File: config.mk
export PLATFORM = sky130hd
export DESIGN_NAME = buckeye_shift_ctrl
export DESIGN_NICKNAME = d
export VERILOG_FILES = /design/src/rtl/buckeye_shift_ctrl.sv
export SDC_FILE = /design/constraint.sdc
export NUM_CORES = 1
export LEC_CHECK = 0
export ABC_AREA = 1
export CAP_MARGIN = 20
export CORE_MARGIN = 3
export CORE_UTILIZATION = 30
export CTS_CLUSTER_DIAMETER = 30
export DETAILED_ROUTE_END_ITERATION = 8
export GPL_ROUTABILITY_DRIVEN = 0
export GPL_TIMING_DRIVEN = 0
export PLACE_DENSITY = 0.5
export SLEW_MARGIN = 20
export SYNTH_ARGS = -nofsm -noshare
export SYNTH_HDL_FRONTEND = slang
export SYNTH_SLANG_ARGS = --single-unit
File: constraint.sdc
create_clock -name CLK -period 16.58 [get_ports CLK]
set_clock_uncertainty 0.15 [all_clocks]
set_input_delay 1.658 -clock CLK [delete_from_list [all_inputs] [get_ports CLK]]
set_output_delay 1.658 -clock CLK [all_outputs]
set_load 0.1 [all_outputs]
File: src/rtl/buckeye_shift_ctrl.sv
// Serial configuration controller for the six Buckeye shaper chips: shifts a
// parallel pattern out MSB-first with a divided shift clock and captures readback.
module buckeye_shift_ctrl #(
   parameter int NBITS   = 48,
   parameter int CLK_DIV = 4
) (
   input  logic             CLK,
   input  logic             RST,
   input  logic             START,
   input  logic [NBITS-1:0] LOAD_DATA,
   input  logic [5:0]       CHIP_MASK,
   input  logic [2:0]       RDBK_SEL,
   output logic             BUSY,
   output logic             DONE,
   output logic [6:1]       TO_BKY,
   output logic [6:1]       BKY_CLK,
   input  logic [6:1]       BKY_RTN,
   output logic [NBITS-1:0] RDBK
);

   localparam int         CW       = $clog2(NBITS + 1);
   localparam logic [7:0] DIV_LAST = 8'(CLK_DIV - 1);

   typedef enum logic [1:0] {IDLE, LOW, HIGH, FIN} state_t;

   state_t           state, state_nx;
   logic [7:0]       div, div_nx;
   logic [CW-1:0]    cnt, cnt_nx;
   logic [NBITS-1:0] tx, tx_nx;
   logic [6:1]       mask, mask_nx;
   logic [6:1]       to_nx, bclk_nx;
   logic             busy_nx, done_nx, capture;
   logic [NBITS-1:0] rb [1:6];

   // Outputs are computed one cycle ahead so the registered pins line up with state.
   always_comb begin
      // NOTE: every comb output gets a default first so no path can infer a latch.
      state_nx = state;
      div_nx   = div;
      cnt_nx   = cnt;
      tx_nx    = tx;
      mask_nx  = mask;
      to_nx    = TO_BKY;
      bclk_nx  = BKY_CLK;
      busy_nx  = BUSY;
      done_nx  = 1'b0;
      capture  = 1'b0;
      unique case (state)
         IDLE: begin
            if (START) begin
               state_nx = LOW;
               tx_nx    = LOAD_DATA;
               mask_nx  = CHIP_MASK;
               cnt_nx   = '0;
               div_nx   = DIV_LAST;
               busy_nx  = 1'b1;
               bclk_nx  = '0;
               to_nx    = CHIP_MASK & {6{LOAD_DATA[NBITS-1]}};
            end
         end
         LOW: begin
            if (div == 8'd0) begin
               state_nx = HIGH;
               div_nx   = DIV_LAST;
               capture  = 1'b1;
               bclk_nx  = mask;
            end else begin
               div_nx = div - 8'd1;
            end
         end
         HIGH: begin
            if (div == 8'd0) begin
               tx_nx   = tx << 1;
               cnt_nx  = cnt + CW'(1);
               div_nx  = DIV_LAST;
               bclk_nx = '0;
               if (cnt == CW'(NBITS - 1)) begin
                  state_nx = FIN;
                  to_nx    = '0;
                  busy_nx  = 1'b0;
                  done_nx  = 1'b1;
               end else begin
                  state_nx = LOW;
                  to_nx    = mask & {6{tx_nx[NBITS-1]}};
               end
            end else begin
               div_nx = div - 8'd1;
            end
         end
         FIN: state_nx = IDLE;
         default: state_nx = IDLE;
      endcase
   end

   always_ff @(posedge CLK or posedge RST) begin
      if (RST) begin
         state   <= IDLE;
         div     <= '0;
         cnt     <= '0;
         tx      <= '0;
         mask    <= '0;
         TO_BKY  <= '0;
         BKY_CLK <= '0;
         BUSY    <= 1'b0;
         DONE    <= 1'b0;
      end else begin
         state   <= state_nx;
         div     <= div_nx;
         cnt     <= cnt_nx;
         tx      <= tx_nx;
         mask    <= mask_nx;
         TO_BKY  <= to_nx;
         BKY_CLK <= bclk_nx;
         BUSY    <= busy_nx;
         DONE    <= done_nx;
      end
   end

   // Return data is sampled on the same CLK edge that raises BKY_CLK, i.e. before the chip shifts.
   always_ff @(posedge CLK or posedge RST) begin
      if (RST) begin
         // NOTE: the readback bank is a handful of flops, not a RAM, so it is reset with everything else.
         for (int i = 1; i <= 6; i++) rb[i] <= '0;
         RDBK <= '0;
      end else begin
         for (int i = 1; i <= 6; i++) begin
            if (capture && mask[i]) rb[i] <= {rb[i][NBITS-2:0], BKY_RTN[i]};
         end
         case (RDBK_SEL)
            3'd1:    RDBK <= rb[1];
            3'd2:    RDBK <= rb[2];
            3'd3:    RDBK <= rb[3];
            3'd4:    RDBK <= rb[4];
            3'd5:    RDBK <= rb[5];
            3'd6:    RDBK <= rb[6];
            default: RDBK <= '0;
         endcase
      end
   end

endmodule

### After elaboration in Yosys (flattened, before gate mapping)

Index checks and enable logic that the tools add are counted.

* bits in writable memories: 0
* input port bits: 66
* output and inout port bits: 62
* register bits: 419
* bits in latches: 0
* logic and storage cells: 83
* bits in read-only memories: 0
* memories: 0

* reductions and logical operators: 18
* $lt $le $gt $ge: 0
* equal/unequal tests: 14
* shift operators: 0
* add/subtract/negate cells: 2
* bitwise gates (word level): 2
* multiply operators: 0
* multiplexer cells: 31
* divide/modulo/power cells: 0

Operators with widths (count)
* 48-bit one-hot mux with 6 select lines: 1
* 47-bit 2-to-1 mux: 2
* 47-bit one-hot mux with 2 select lines: 1
* 6-bit 2-to-1 mux: 7
* 6-bit one-hot mux with 2 select lines: 2
* 6-bit one-hot mux with 3 select lines: 1
* 8-bit 2-to-1 mux: 2
* 8-bit one-hot mux with 2 select lines: 1
* 6-bit AND: 2
* 3-bit equality test, second input constant: 3
* 8-bit zero test: 1
* 1-bit 2-to-1 mux: 8
* 2-bit 2-to-1 mux: 4
* 2-bit inequality test, second input constant: 4
* 2-bit one-hot mux with 4 select lines: 1
* 4-bit AND reduction: 2
* 8-bit by 1-bit subtractor with 8-bit output, second input constant: 1
* 6-bit by 1-bit adder with 6-bit output, second input constant: 1
* 3-bit by 2-bit equality test with 1-bit output, second input constant: 2
* 6-bit equality test, second input constant: 1
* 1-bit logical AND: 6
* 3-bit AND reduction: 2
* 2-bit equality test, second input constant: 2
* 2-bit AND reduction: 2
* other kinds (7): 8

### Depth between registers and ports, before layout

* depth after elaboration: 4
* depth in mapped cells: 11

### Least setup slack after synthesis

OpenSTA, ideal clock, no wires.

* path type: flip-flop to output port
* start: reg BKY_CLK[1] in the netlist's numbering
* end: out BKY_CLK[1] in the netlist's numbering
* stages on the path, launching flop included: 1
* path buffers: 0
* setup slack: 13874 ps
* data arrival time: 898 ps
* required time: 14772 ps
* cell sequence: dfrtp_1

RTL lines
* from (decl): line 16 `output logic [6:1] BKY_CLK,`
* from (signal assigned): line 113 `BKY_CLK <= bclk_nx;`

No word-level cell between the ends.

### Worst setup path in the final report

* start: reg TO_BKY[5] in the netlist's numbering
* end: out TO_BKY[5] in the netlist's numbering

RTL lines
* from (decl): line 15 `output logic [6:1] TO_BKY,`
* from (signal assigned): line 112 `TO_BKY <= to_nx;`

No word-level cell between the ends.

==> flow_summary.toml <==
[run_status]
status = "finished clean"

[worst_hold_path]
hp-class = "reg -> reg"
whs_path_depth = 2

[global_route]
track_usage_pct = 16.7
grt_max_degree = 91
grt_pass1_vias = 14700
grt_first_pass_wirelength_um = 82600
antenna_found_initial = 0
grt-ovfl-total = 0

[floorplan]
dieArea_um2 = 63500
fp.dieH_um = 252
core_um2 = 59500
rows = 89
start_util_pct = 30.5
ios = 128
die_w_um = 252

[critical_path]
rr_worst_depth = 7
cpPeakStageDelay_ps = 1140
critPathCaptureType = "output pin"
cp_max_fo = 2
worstPathArrival_ps = 2140
criticalPathCategory = "reg -> out"
crit_buf_inv = 1
cp.depth = 1
crit_required_ps = 14770
crit_family = "buffers and inverters"
crit_path_start_kind = "register"
path_cells = "clkdlybuf4s50_1"
crit_slowest_cell = "clkdlybuf4s50_1"
ff2ff_setup_slack_ps = 14230

[detailed_routing]
drcViolationCount = 0
wl_per_cell_um = 16.8
routed_wirelength_um = 52200
vias = 14300
viasPerCell = 4.62
drt-pass1-iter-count = 5
route.antenna.remaining_nets = 0
drt-initial-drc-count = 868

[placed_design]
dp_cells = 2909
port_buffers = 127
dpl.hpwl_um = 37100
placed_cell_area_um2 = 20500
place_ws_ps = 12460

[logic_synthesis]
seq_area_frac_synth_pct = 57.7
syn_inst = 2004
ys_types = 30
synthesis.yosys.warnings = 0
synth-seq-cells = 419
syn_nets = 2077
syn_area_um2 = 18200
syn_area_per_cell_um2 = 9.06

[sta]
fmax_mhz = 253
setup_viol = 0
timing.hold.ws_ps = 317
worst_pin_slew_ps = 996
fin_crit_sh_pct = 23.8
hold_violations = 0
period_needed_ps = 3950
rsz0062_at_grt = "false"
maxSlewViolCount = 0
setup_slack_ps = 12630
slew_headroom_pct = 33.4
tns_ps = 0

[layout]
fin_cells = 3101
final_common_cell = "nand2_1"
finalInstanceArea_um2 = 24500
antennaDiodeCount = 0
final_cell_mix = "nand2_1, dfrtp_1, inv_1"
postLayoutCoreUtil_pct = 41.2
nNetsFinal = 2314
fillers = 5843
drive_gt1_share_pct = 13.4
syn_to_final_growth_pct = 35.0

[cts]
numCtsBuffers = 103
path_clk_slew_ps = 50
clk_latency_ps = 640
cts.htree.levels = 3
cts_resized = 0
clk_path_buf_depth = 3
clock-sinks = 419
cts_hold_buf = 0
tritoncts = "done"
postCtsSetupRepairBufs = 0
cts_root_buffer = "clkbuf_16"

[power_and_ir_drop]
leakagePower_nw = 10.8
power_density_nw_per_um2 = 181
vdd_ir_drop_max_uv = 87.0
power.total_mw = 4.44

[run]
max_cap_viol_count = 0
-- area by class of cell --
type | count | area (um^2) | area share [%]
repair buffers | 132 | 1410 | 5.75
plain buffers | 111 | 691 | 2.82
clock buffers | 124 | 2820 | 11.5
flip-flops and latches | 419 | 10500 | 42.8
clock inverters | 68 | 1150 | 4.68
well taps | 773 | 967 | 3.95
inverters | 277 | 1050 | 4.27
multi-input cells | 1197 | 5940 | 24.3
-- logic make-up (layout without fill, tap and decap cells) --
logic type	after synthesis	after routing	synth area share (%)
DFF	419	419	57.7
xor gates and xnor gates	2	2	0.0965
AOI/OAI and AO/OA	457	457	14.3
adders and majority gates	7	7	0.482
muxes	46	46	2.54
and+or+nand+nor	685	685	15.3
buffers and inverters	388	712	9.53
-- sequential cells by signal, indices dropped and copies added (netlist names) --
register,count
RDBK,48
DONE,1
rb,288
state,2
TO_BKY,6
BKY_CLK,6
div,8
cnt,6
mask,6
tx,47
BUSY,1
-- cells in the mapped netlist (all sizes together) --
library cell | n | area share, %
nor2 | 132 | 2.8
nand4 | 10 | 0.34
nor3b | 1 | 0.041
o22ai | 96 | 3.3
o21ai | 298 | 8.2
nand3 | 70 | 2.0
dfrtp | 419 | 58
xor2 | 2 | 0.096
buf | 59 | 2.7
nand3b | 2 | 0.083
inv | 277 | 5.7
mux2i | 46 | 2.5
ha | 7 | 0.48
clkbuf | 52 | 1.1
a31oi | 1 | 0.034
o21bai | 1 | 0.041
a21oi | 61 | 2.7
or2 | 1 | 0.034
nor3 | 1 | 0.028
nand2 | 468 | 10
-- power breakdown --
group / internal [mW] / total (mW) / switching, mW
Combinational: 0.270 / 0.853 / 0.583
Clock: 1.62 / 2.27 / 0.652
Sequential: 1.21 / 1.32 / 0.106
Total: 3.10 / 4.44 / 1.34
-- final timing paths --
check / end / from
setup / recovery: TO_BKY[5] / TO_BKY[5]
hold / removal: tx[0] / tx[0]
setup reg to reg: div[5] / state[0]
hold reg to reg: tx[0] / tx[0]
max in group asynchronous: rb[251] / RST
min in group asynchronous: tx[12] / RST
-- worst register-to-register path: stages, from the launching register on --
cell and delay [ps]:
dfrtp_1 420, inv_1 120, ha_1 340, inv_1 70, o21ai_0 470, o21ai_0 420
o21ai_0 180, nor2_1 60
-- layer usage --
| metal | up-vias | share of wire (%) | wire (um) | global-route usage [%] |
|---|---|---|---|---|
| met5 | - | 0 | 0 | 0 |
| met1 | 7000 | 46 | 24000 | 22.5 |
| li1 | 6963 | - | - | - |
| met2 | 297 | 47 | 24400 | 26.5 |
| met3 | 78 | 4.9 | 2550 | 3.48 |
| met4 | 0 | 2.3 | 1210 | 6.30 |
Power figures use the tool's default switching activity.
